===== src/rtl/reg_file_sb_pkg.sv =====
// Shared constants and types for the scoreboarded register file.
package LCp;
  localparam int LC_WIDTH = 16;
  localparam int LC_NREG  = 8;

  typedef logic [LC_WIDTH-1:0] word_t;
endpackage


===== src/rtl/reg_file_sb_cnt.sv =====
// Per-register pending-write counter: counts reservations, retires on writes.
module reg_sb_cnt
  import LCp::*;
#(
  parameter int CW = 2
) (
  input  logic          clk,
  input  logic          rst,
  input  logic          inc,
  input  logic          dec,
  output logic [CW-1:0] cnt,
  output logic          full,
  output logic          nonzero
);
  localparam logic [CW-1:0] PMAX = '1;

  logic [CW-1:0] cnt_q;
  logic [CW-1:0] cnt_d;
  logic          inc_acc;

  assign full    = (cnt_q == PMAX);
  assign nonzero = (cnt_q != '0);
  assign cnt     = cnt_q;
  assign inc_acc = inc && !full;

  // A reserve and a write landing together cancel; writes never underflow.
  always_comb begin
    cnt_d = cnt_q;
    if (inc_acc && !dec) begin
      cnt_d = cnt_q + CW'(1);
    end else if (dec && !inc_acc && (cnt_q != '0)) begin
      cnt_d = cnt_q - CW'(1);
    end
  end

  always_ff @(posedge clk) begin
    if (rst) begin
      cnt_q <= '0;
    end else begin
      cnt_q <= cnt_d;
    end
  end
endmodule


===== src/rtl/reg_file_sb.sv =====
// Multi-port register file with a per-register pending-write scoreboard
// and optional write-to-read forwarding.
module reg_file_sb
  import LCp::*;
#(
  parameter int WIDTH  = LC_WIDTH,
  parameter int NREG   = LC_NREG,
  parameter int NRD    = 2,
  parameter int CW     = 2,
  parameter int BYPASS = 1,
  localparam int AW    = (NREG > 1) ? $clog2(NREG) : 1
) (
  input  logic                 clk,
  input  logic                 rst,
  input  logic [NRD*AW-1:0]    SR,
  input  logic [AW-1:0]        DR,
  input  logic                 LD_REG,
  input  logic [WIDTH-1:0]     BUS_IN,
  input  logic                 RSV,
  input  logic [AW-1:0]        RSV_DR,
  output logic [NRD*WIDTH-1:0] OUT,
  output logic [NRD-1:0]       RDY,
  output logic                 RSV_FULL,
  output logic [NREG-1:0]      BUSY
);
  logic [WIDTH-1:0] regs_q [NREG];
  logic [WIDTH-1:0] regs_d [NREG];
  logic [CW-1:0]    cnt_w  [NREG];
  logic [NREG-1:0]  full_w;

  for (genvar g = 0; g < NREG; g++) begin : g_cnt
    reg_sb_cnt #(.CW(CW)) u_cnt (
      .clk     (clk),
      .rst     (rst),
      .inc     (RSV && (RSV_DR == AW'(g))),
      .dec     (LD_REG && (DR == AW'(g))),
      .cnt     (cnt_w[g]),
      .full    (full_w[g]),
      .nonzero (BUSY[g])
    );
  end

  // Addresses beyond NREG match no register, so their writes fall away.
  always_comb begin
    for (int i = 0; i < NREG; i++) begin
      regs_d[i] = regs_q[i];
      if (LD_REG && (DR == AW'(i))) begin
        regs_d[i] = BUS_IN;
      end
    end
  end

  always_ff @(posedge clk) begin
    if (rst) begin
      for (int i = 0; i < NREG; i++) begin
        regs_q[i] <= '0;
      end
    end else begin
      for (int i = 0; i < NREG; i++) begin
        regs_q[i] <= regs_d[i];
      end
    end
  end

  always_comb begin
    RSV_FULL = 1'b0;
    for (int i = 0; i < NREG; i++) begin
      if (RSV_DR == AW'(i)) begin
        RSV_FULL = full_w[i];
      end
    end
  end

  // Out-of-range reads return 0 and are always ready.
  always_comb begin : read_ports
    logic [AW-1:0]    sr;
    logic             hit;
    logic             fwd;
    logic [WIDTH-1:0] rd;
    logic [CW-1:0]    c;
    OUT = '0;
    RDY = '0;
    for (int p = 0; p < NRD; p++) begin
      sr  = SR[p*AW +: AW];
      hit = 1'b0;
      rd  = '0;
      c   = '0;
      for (int i = 0; i < NREG; i++) begin
        if (sr == AW'(i)) begin
          hit = 1'b1;
          rd  = regs_q[i];
          c   = cnt_w[i];
        end
      end
      fwd = (BYPASS != 0) && LD_REG && (DR == sr) && hit;
      OUT[p*WIDTH +: WIDTH] = fwd ? BUS_IN : rd;
      RDY[p] = !hit || (c == '0) || (fwd && (c == CW'(1)));
    end
  end
endmodule


===== config.mk =====
export PLATFORM = sky130hd
export DESIGN_NAME = reg_file_sb
export DESIGN_NICKNAME = d
export VERILOG_FILES = /design/src/rtl/reg_file_sb_pkg.sv /design/src/rtl/reg_file_sb_cnt.sv /design/src/rtl/reg_file_sb.sv
export SDC_FILE = /design/constraint.sdc
export NUM_CORES = 1
export LEC_CHECK = 0
export BUFFER_PORTS_ARGS = -buffer_cell sky130_fd_sc_hd__buf_2
export CORE_ASPECT_RATIO = 0.6
export CORE_MARGIN = 2
export CORE_UTILIZATION = 55
export DETAILED_ROUTE_END_ITERATION = 8
export GPL_TIMING_DRIVEN = 0
export PLACE_DENSITY = 0.75
export SKIP_LAST_GASP = 1
export SLEW_MARGIN = 30
export SYNTH_ARGS = -nofsm -noshare
export SYNTH_HDL_FRONTEND = slang
export SYNTH_HIERARCHICAL = 1
export SYNTH_SLANG_ARGS = --single-unit

===== constraint.sdc =====
create_clock -name clk -period 2.45 [get_ports clk]
set_input_delay 0.49 -clock clk [delete_from_list [all_inputs] [get_ports clk]]
set_output_delay 0.49 -clock clk [all_outputs]
set_load 0.02 [all_outputs]

==> impl_metrics.py <==
metrics = {
    "critical_path": {
        "cp_max_fo": 10,
        "path_cells": "buf_6, buf_6, mux2_2, o22ai_1, nand2_1, o221ai_1, o21ai_0, buf_2",
        "cp-start-kind": "input pin",
        "critPathMaxStageDelay_ns": 0.35,
        "reg2reg_depth": 3,
        "crit_top_cell": "buf_6",
        "path_depth": 8,
        "crit_family": "buffers and inverters",
        "cp_num_buf_inv": 3,
        "crit_slowest_cell": "mux2_2",
        "critPathKind": "in2out",
        "critPathCaptureType": "output pin",
        "crit_required_ns": 1.96,
        "cp.arrival_ns": 1.99,
    },
    "drt": {
        "dr.pass1.iters": 7,
        "routed_wirelength_mm": 29.6,
        "wl_per_cell_um": 22.3,
        "remaining_drc_errors": 0,
        "viasPerCell": 6.40,
        "antenna_left": 0,
        "num_vias": 8474,
        "drt_iter0_drc": 1383,
    },
    "timing": {
        "worstMarginPinSlew_ns": 0.767,
        "max_slew_margin_pct": 48.9,
        "skew_ns": 0.00771,
        "setup_ws_ns": -0.0290,
        "fin_hold_ws_ns": 0.463,
        "setup_viol": 2,
        "slew_violations": 0,
        "rsz0062_at_grt": "true",
        "min_period_ns": 2.48,
        "tns_ns": -0.0570,
        "clock.fmax_mhz": 403,
        "fin_crit_sh_pct": 101,
        "hold_viol": 0,
    },
    "synth": {
        "synthFlopType": "dfxtp_1",
        "synthCells": 1039,
        "ys_ff_latch": 144,
        "avgSynthCellArea_um2": 8.12,
        "synth_edf_count": 0,
        "ys_seq_area_share_pct": 34.1,
        "yosysWarnings": 6,
        "syn_nets": 1071,
        "netlist_area_mm2": 0.00844,
        "synthArstFlopShare_pct": 0,
        "synth_cell_types": 46,
    },
    "clock_network": {
        "cts_root_buffer": "clkbuf_16",
        "cts_max_level": 4,
        "holdBufCountCts": 0,
        "clockBufferDepth": 2,
        "cts_tree": "done",
        "cts_buffers": 17,
        "cts.sinks": 144,
        "clkTransAtPathRegs_ns": 0.06,
        "clk_latency_ns": 0.43,
    },
    "floorplan": {
        "rows": 35,
        "die-area_mm2": 0.0164,
        "io_pins": 75,
        "core_mm2": 0.0152,
        "fp.dieW_um": 164,
        "start_util_pct": 55.6,
        "die_h_um": 100,
    },
    "power": {
        "max-vdd-ir-drop_mv": 0.426,
        "power_density_mw_per_mm2": 646,
        "total_power_mw": 6.40,
        "p_leak_nw": 3.59,
    },
    "global_routing": {
        "grt-busiest-layer": "met1",
        "antenna_found_initial": 0,
        "grt.overflow.total": 0,
        "grt_pass1_vias": 7649,
        "grtUsageMet3_pct": 11.4,
        "grtUsageTotal_pct": 36.2,
        "grt_max_degree": 19,
        "grtUsageMet2_pct": 50.8,
        "grt_pass1_wl_mm": 44.2,
        "grtUsageMet1_pct": 53.8,
    },
    "worst_hold_path": {
        "hold_path_depth": 2,
        "hold_class": "reg2reg",
    },
    "layout": {
        "antennaDiodeCount": 0,
        "nets": 1142,
        "syn2layout_area_growth_pct": 17.3,
        "drive_above_1_share_pct": 21.9,
        "final_cells": 1325,
        "utilization_pct": 65.2,
    },
    "placement": {
        "dp_hpwl_mm": 21.0,
        "portBuffers": 47,
        "placedCellCount": 1289,
        "gp_congestion": 1.01,
    },
    "outcome": {
        "status": "complete, but fails checks",
        "violations": "negative setup slack",
    },
    "job": {
        "cap_violations": 0,
    },
}
==> final cells by class <==
class                      count  area [um2]
fill                        1272        5290
multi-input combinational    785        5120
sequential                   144        2890
buffer                        90         606
clock buffer                  17         425
timing repair buffer          52         275
tap                          203         254
clock inverter                14         251
inverter                      20        75.1
==> per-stage QoR <==
step	setup slack [ns]	cell area, um2
after floorplan	0.197	8440
after global placement	-0.172	8930
after detailed placement	-0.157	8930
after CTS	-0.00413	9680
after global routing	-0.0263	9910
final	-0.0290	9910
==> power by group <==
group	total (mW)	switching [mW]	leakage [nW]	internal (mW)
Sequential	2.44	0.0494	1.17	2.39
Combinational	0.898	0.582	2.09	0.316
Clock	3.06	1.13	0.327	1.93
==> cells by family after synthesis <==
logic type	after synthesis	synth area share (%)
and+or+nand+nor	421	22.1
AOI/OAI and AO/OA	273	19.3
DFF	144	34.1
buffers and inverters	110	6.91
muxes	77	16.1
xor gates and xnor gates	14	1.45
==> sequential cells by signal (all words and copies together), names as in the netlist <==
signal / count
regs_q: 128
g_cnt.u_cnt/cnt: 16
==> final timing paths <==
check	start	endpoint	slack, ns
worst max register to register	g_cnt[5].u_cnt/cnt[1]	g_cnt[5].u_cnt/cnt[0]	1.37
worst min register to register	regs_q[1][8]	regs_q[1][8]	0.46
worst max-delay path	SR[1]	OUT[12]	-0.03
worst min-delay path	regs_q[1][8]	regs_q[1][8]	0.46
==> synthesized netlist by cell type, types with 4 or more instances <==
library cell	count	area [um2]
buf_4	13	97.6
xnor2_1	14	123
mux4_1	21	552
mux2i_1	20	200
and2_1	8	50.1
nor2b_4	8	110
mux4_2	18	405
nand2b_1	9	56.3
nor2_1	37	139
nand3b_1	8	60.1
mux2_2	18	203
a21oi_1	154	771
clkbuf_1	35	131
buf_1	10	37.5
o211ai_1	8	60.1
o221ai_1	18	158
a31oi_1	6	37.5
o21ai_1	5	25.0
dfxtp_1	144	2880
a221oi_1	4	35.0
o22ai_1	17	106
buf_2	19	95.1
inv_1	12	45.0
nor2b_1	13	81.3
buf_6	13	146
clkinv_1	7	26.3
or2_2	8	50.1
o21ai_0	40	200
a221oi_2	9	135
nand2_1	310	1160
a2bb2oi_1	7	61.3
==> placed cells by master (no fill, tap or decap), drive strengths merged, types with 7 or more instances in the layout <==
cell,synthesis,final
a21oi,154,154
nor2,37,37
buf,55,103
o21ai,45,45
mux2,18,18
inv,13,18
mux4,39,39
nand2,313,313
o211ai,8,8
nand2b,9,9
or2,8,8
xnor2,14,14
dfxtp,144,144
mux2i,20,20
nand3b,8,8
nor2b,22,22
a221oi,13,13
o22ai,17,17
clkbuf,35,56
clkinv,7,9
o221ai,18,18
a2bb2oi,7,7
and2,8,8
==> timing repair <==
item / CTS / global route
gates resized for setup: 30 / 57
endpoints found under the setup margin: 24 / 31
setup buffers: 3 / 2
pin swaps: 2 / 6
==> routing by layer <==
layer  wire [um]  vias up  share of wire (%)
met5           0        -                  0
met3        4220       72                 14
met1       12600     3992                 43
met2       12000      634                 40
met4         777        0                2.6
li1            -     3776                  -
==> worst reg2reg max path: cells and delay by family, from the launching register on <==
kind | cells | cell delay (ns)
and+or+nand+nor | 1 | 0.07
AOI/OAI and AO/OA | 1 | 0.26
DFF | 1 | 0.53
xor gates and xnor gates | 1 | 0.15
(Power assumes the default switching activity.)
